===== src/rtl/priority_decoder_pkg.sv =====
// Shared types and constants for the priority decoder and its encoder bench.
// Package priority_pkg: code constants, FSM state type, one-hot decode helper.
package priority_pkg;

    localparam logic [1:0] CODE_A = 2'b11;
    localparam logic [1:0] CODE_B = 2'b10;
    localparam logic [1:0] CODE_C = 2'b01;
    localparam logic [1:0] CODE_D = 2'b00;

    localparam int HOLD_W = 4;

    typedef enum logic {
        S_IDLE = 1'b0,
        S_HOLD = 1'b1
    } state_t;

    // Returns {A,B,C,D}; exactly one bit set for any code.
    function automatic logic [3:0] decode(input logic [1:0] code);
        logic [3:0] onehot;
        onehot = 4'b0000;
        unique case (code)
            CODE_A:  onehot = 4'b1000;
            CODE_B:  onehot = 4'b0100;
            CODE_C:  onehot = 4'b0010;
            CODE_D:  onehot = 4'b0001;
            default: onehot = 4'b0000;
        endcase
        return onehot;
    endfunction

endpackage


===== src/rtl/priority_decoder_if.sv =====
// Code-in / one-hot-out bus of the priority decoder.
// CNT exists only when PRIORITY_DECODER_COUNT_EN is defined.
interface priority_decoder_if;

    logic W;
    logic Y;
    logic V;
    logic A;
    logic B;
    logic C;
    logic D;
    logic RDY;
    logic BUSY;
`ifdef PRIORITY_DECODER_COUNT_EN
    logic [7:0] CNT;

    modport master (
        output W, Y, V,
        input  A, B, C, D, RDY, BUSY, CNT
    );

    modport slave (
        input  W, Y, V,
        output A, B, C, D, RDY, BUSY, CNT
    );
`else
    modport master (
        output W, Y, V,
        input  A, B, C, D, RDY, BUSY
    );

    modport slave (
        input  W, Y, V,
        output A, B, C, D, RDY, BUSY
    );
`endif

endinterface


===== src/rtl/priority_decoder_hold_counter.sv =====
// Hold-cycle down counter: load has priority, decrement stops at zero.
// The zero flag marks the last cycle of a hold pulse.
module hold_counter #(
    parameter int WIDTH = 4
) (
    input  logic             clk,
    input  logic             rst,
    input  logic             load,
    input  logic             dec,
    input  logic [WIDTH-1:0] load_val,
    output logic             zero
);

    logic [WIDTH-1:0] count;

    assign zero = (count == '0);

    // Load a new hold length or count down towards zero.
    always_ff @(posedge clk or posedge rst) begin
        if (rst) begin
            count <= '0;
        end else if (load) begin
            count <= load_val;
        end else if (dec && !zero) begin
            count <= count - 1'b1;
        end
    end

endmodule


===== src/rtl/priority_decoder.sv =====
// Priority decoder: accepts a 2-bit code and holds its one-hot output HOLD cycles.
// Optional accepted-code counter on bus CNT under PRIORITY_DECODER_COUNT_EN.
module priority_decoder
    import priority_pkg::*;
#(
    parameter int HOLD = 4
) (
    input  logic          CLK,
    input  logic          RST,
    priority_decoder_if.slave bus
);

    localparam logic [HOLD_W-1:0] LOAD = HOLD_W'(HOLD - 1);

    state_t     state;
    logic [1:0] code;
    logic [3:0] onehot;
    logic       zero;
    logic       last;
    logic       accept;

    assign last    = (state == S_HOLD) && zero;
    assign bus.RDY = (state == S_IDLE) || last;
    assign accept  = bus.V && bus.RDY;

    assign {bus.A, bus.B, bus.C, bus.D} = onehot;

    hold_counter #(
        .WIDTH (HOLD_W)
    ) u_hold (
        .clk      (CLK),
        .rst      (RST),
        .load     (accept),
        .dec      (state == S_HOLD),
        .load_val (LOAD),
        .zero     (zero)
    );

    // FSM with registered one-hot outputs; an accept on the last cycle reloads.
    always_ff @(posedge CLK or posedge RST) begin
        if (RST) begin
            state    <= S_IDLE;
            code     <= CODE_D;
            onehot   <= 4'b0000;
            bus.BUSY <= 1'b0;
        end else if (accept) begin
            state    <= S_HOLD;
            code     <= {bus.W, bus.Y};
            onehot   <= decode({bus.W, bus.Y});
            bus.BUSY <= 1'b1;
        end else if (last) begin
            state    <= S_IDLE;
            onehot   <= 4'b0000;
            bus.BUSY <= 1'b0;
        end else if (state == S_HOLD) begin
            onehot   <= decode(code);
            bus.BUSY <= 1'b1;
        end
    end

`ifdef PRIORITY_DECODER_COUNT_EN
    logic [7:0] cnt;

    assign bus.CNT = cnt;

    // Saturating count of accepted codes.
    always_ff @(posedge CLK or posedge RST) begin
        if (RST) begin
            cnt <= 8'd0;
        end else if (accept && cnt != 8'hFF) begin
            cnt <= cnt + 8'd1;
        end
    end
`endif

endmodule


===== src/flat_wrapper.sv =====
// flat-port wrapper written by rule: the top's interface ports become plain ports
module priority_decoder_flat import priority_pkg::*;
#(
    parameter int HOLD = 4
)
  (CLK, RST, bus_W, bus_Y, bus_V, bus_A, bus_B, bus_C, bus_D, bus_RDY, bus_BUSY);
  priority_decoder_if bus_i ();
  input  logic CLK;
  input  logic RST;
  input wire logic [$bits(bus_i.W)-1:0] bus_W;
  input wire logic [$bits(bus_i.Y)-1:0] bus_Y;
  input wire logic [$bits(bus_i.V)-1:0] bus_V;
  output wire logic [$bits(bus_i.A)-1:0] bus_A;
  output wire logic [$bits(bus_i.B)-1:0] bus_B;
  output wire logic [$bits(bus_i.C)-1:0] bus_C;
  output wire logic [$bits(bus_i.D)-1:0] bus_D;
  output wire logic [$bits(bus_i.RDY)-1:0] bus_RDY;
  output wire logic [$bits(bus_i.BUSY)-1:0] bus_BUSY;
  assign bus_i.W = bus_W;
  assign bus_i.Y = bus_Y;
  assign bus_i.V = bus_V;
  assign bus_A = bus_i.A;
  assign bus_B = bus_i.B;
  assign bus_C = bus_i.C;
  assign bus_D = bus_i.D;
  assign bus_RDY = bus_i.RDY;
  assign bus_BUSY = bus_i.BUSY;
  priority_decoder #(.HOLD(HOLD)) u_core (.CLK(CLK), .RST(RST), .bus(bus_i));
endmodule

===== config.mk =====
export PLATFORM = sky130hd
export DESIGN_NAME = priority_decoder_flat
export DESIGN_NICKNAME = d
export VERILOG_FILES = /design/src/rtl/priority_decoder_pkg.sv /design/src/rtl/priority_decoder_if.sv /design/src/rtl/priority_decoder_hold_counter.sv /design/src/rtl/priority_decoder.sv /design/src/flat_wrapper.sv
export SDC_FILE = /design/constraint.sdc
export NUM_CORES = 1
export LEC_CHECK = 0
export ABC_CLOCK_PERIOD_IN_PS = 1900
export CAP_MARGIN = 40
export CORE_AREA = 5 5 42 44
export CTS_CLUSTER_DIAMETER = 40
export CTS_CLUSTER_SIZE = 20
export DETAILED_ROUTE_END_ITERATION = 6
export DIE_AREA = 0 0 47 49
export PLACE_DENSITY_LB_ADDON = 0.1
export SYNTH_ARGS = -nofsm -noshare
export SYNTH_HDL_FRONTEND = slang
export SYNTH_SLANG_ARGS = --single-unit
export TNS_END_PERCENT = 20

===== constraint.sdc =====
create_clock -name CLK -period 1.9 [get_ports CLK]
set_input_delay 0.38 -clock CLK [delete_from_list [all_inputs] [get_ports CLK]]
set_output_delay 0.38 -clock CLK [all_outputs]
set_load 0.02 [all_outputs]

==> key figures <==
Status
  • Status: finished, final reports clean

Worst setup path
  • Worst Path Arrival: 1460 ps
  • Crit-path max FO: 2
  • Worst reg2reg path depth: 5
  • CP Capture Type: output pin
  • Slowest stage delay, CP: 400 ps
  • CP max-delay cell: dfrtp_1
  • Crit Path Class: reg2out
  • Buf/Inv on CP: 2
  • Top delay family on crit path: simple AND/OR/NAND/NOR gates
  • Worst setup SP type: flop
  • CP Depth: 5
  • Reg2reg setup slack: 260 ps
  • Worst flop-to-flop path startpoint: u_core.u_hold.count[0]
  • Worst-path cell chain: inv_2, ha_4, or3b_4, nand2_4, buf_6
  • Crit Reg-Reg Endpoint: u_core.code[0]
  • CP required: 1520 ps

Route
  • Via count: 502
  • Vias per cell: 5.229
  • Post-Route WL: 1.318 mm
  • Pre-Repair DR Iteration Count: 4
  • Routed WL per cell: between 10 and 15 µm
  • DRC violations left: 0
  • DR iter-0 viols: 12
  • Detail Route Antenna Nets: 0

Floorplan
  • Core area: 1401 µm²
  • Ports: 11
  • Chip Height: about 50 µm
  • Num rows: 14
  • Initial Util: 43.93%
  • Die Area: 2303 µm²
  • Die W: ~47 µm

Synthesis
  • Number of flops mapped to enable cells by yosys: 0
  • Commonest cells in the synthesized netlist: dfrtp_1, inv_1, a32oi_1, nand2b_1, o21ai_0
  • Cell area after synthesis: 615.6 µm²
  • Synth area leader: dfrtp_1
  • Top cell type's share of synthesized area: 48.78%
  • Most used standard cell by instance count after synthesis: dfrtp_1
  • Ys flop type: dfrtp_1
  • Top post-synthesis cells by area: dfrtp_1, a32oi_1, ha_1
  • Syn Inst Count: 58
  • Net count after synthesis: 65
  • #FFs+latches synth: 12
  • Mapped Avg Cell Area: 10.61 µm²
  • Sequential fraction of the synthesis area: roughly 49%
  • Post-synth cell types: 24
  • YS warnings: 0
  • Async set-reset flop share out of synthesis: between 90% and 100%

Global route
  • Largest net degree at the start of global routing: 13
  • Initial antenna violation count: 0
  • Tot GR Track Use: a little over an eighth
  • Global-route wire length before repair: approximately 2.3 mm
  • Vias in the first global route: 514
  • GRT overflow: 0

STA
  • Fin crit share: 97.02%
  • Hold Slack: 405.5 ps
  • Setup TNS: 0 ps
  • RSZ-0062 raised after global routing: false
  • Fmax: 0.5425 GHz
  • Headroom to the max-slew limit: 69.60%
  • Post-route setup slack: between 50 and 60 ps
  • Slew @ Worst Pin: approximately 460 ps
  • Setup Skew: 1.337 ps
  • Fin crit period: 1843 ps
  • Final-report hold violation count: 0
  • Final Max Slew Viols: 0
  • Setup violations, final: 0

Cells and area
  • Fin cells: 96
  • Storage cell area: 300.3 µm²
  • Fin area: 852.1 µm²
  • Share of layout cells above drive strength 1: between 30% and 40%
  • Area of the multi-input gates: between 300 and 400 µm²
  • P&R area growth vs syn: 38.41%
  • Layout Nets: 89
  • Fillcell total: 127
  • N_diodes: 0

CTS
  • CTS tree: done
  • H-tree levels: 1
  • CTS sink cnt: 12
  • Clock root cell: clkbuf_4
  • TritonCTS buffer count: 3
  • Maximum root-to-sink buffer count: 2
  • Clock Latency Late Sink: 270 ps
  • Worst-path clk slew: 70 ps

Placement
  • Pre-CTS setup slack: -160.7 ps
  • RD Place Congestion: about 0.8
  • Hpwl dp: approximately 940 µm
  • Placed cell area: 798.3 µm²
  • Dpl cells: 92
  • PortBufs: 10

Power and ir drop
  • Pwr/cell area: 1646 nW/µm²
  • Leakage: a little under 0.0004 µW
  • Max IR drop VDD: just under 1000 µV

Flow run
  • Max-cap violations: 0

Hold path
  • Hold Crit Class: in2async
registers in the layout, indices dropped and copies added (netlist names):
| register | count |
|---|---|
| u_core.bus.BUSY | 1 |
| u_core.code | 2 |
| u_core.onehot | 4 |
| u_core.state | 1 |
| u_core.u_hold.count | 4 |
layout by cell type, fill, tap and decap left out, drive strengths merged:
master,instances
dfrtp,12
buf,12
clkdlybuf4s50,9
inv,6
o21ai,5
a32oi,4
nand2b,4
nor2,3
clkbuf,3
mux2,2
a211oi,2
a21o,2
o31ai,2
nor2b,2
nand2,2
a21oi,2
ha,2
nor3b,1
or3b,1
and2,1
mux2i,1
or4,1
nor3,1
what timing repair did:
| item | 4_1_cts | 5_1_grt |
|---|---|---|
| endpoints found under the setup margin | 1 | 1 |
| resized for setup | 5 | 8 |
| pin swaps | 1 | 0 |
| hold endpoints to repair | 0 | 0 |
| hold buffers | 0 | 0 |
| setup buffers | 1 | 0 |
stage by stage:
stage | util (%) | total power [µW]
floorplan | - | 865.3
global placement | 56.96 | 1171
detailed placement | 56.96 | 1180
CTS | 58.93 | 1355
global route | 60.80 | 1505
finish | 60.80 | 1403
worst max-delay path by stage:
| stage | slack [ps] | startpoint | to |
|---|---|---|---|
| CTS | 7 | u_core.u_hold.count[0] | bus_RDY |
| global route | 3 | u_core.u_hold.count[0] | bus_RDY |
| finish | 60 | u_core.u_hold.count[0] | bus_RDY |
| global placement | -110 | u_core.u_hold.count[0] | bus_RDY |
| detailed placement | -160 | u_core.u_hold.count[0] | bus_RDY |
| floorplan | 230 | u_core.u_hold.count[0] | bus_RDY |
cells by family after synthesis:
| logic type | synth area share (%) |
|---|---|
| mux | 5.284 |
| compound gates | 20.53 |
| simple gates | 15.65 |
| flops | 48.78 |
| fa+ha+maj | 4.064 |
| buf+inv | 5.690 |
final cells by class:
| class | count | share of cell area [%] |
|---|---|---|
| multi-input combinational | 38 | 35.54 |
| sequential | 12 | 35.24 |
| timing repair buffer | 21 | 21.59 |
| clock buffer | 3 | 2.643 |
| inverter | 6 | 2.643 |
| tap | 16 | 2.349 |
layer usage:
| metal | track usage, % | wire length, µm |
|---|---|---|
| met1 | 19.63 | 645 |
| met2 | 18.33 | 582 |
| met3 | 2.583 | 60 |
| met4 | 5.530 | 30 |
| met5 | 0 | 0 |
report_power, final:
group,switching [µW],total [µW],internal (µW)
Sequential,80.6,448,368
Combinational,366,797,431
Clock,83.5,157,73.5
Power figures use the tool's default switching activity.
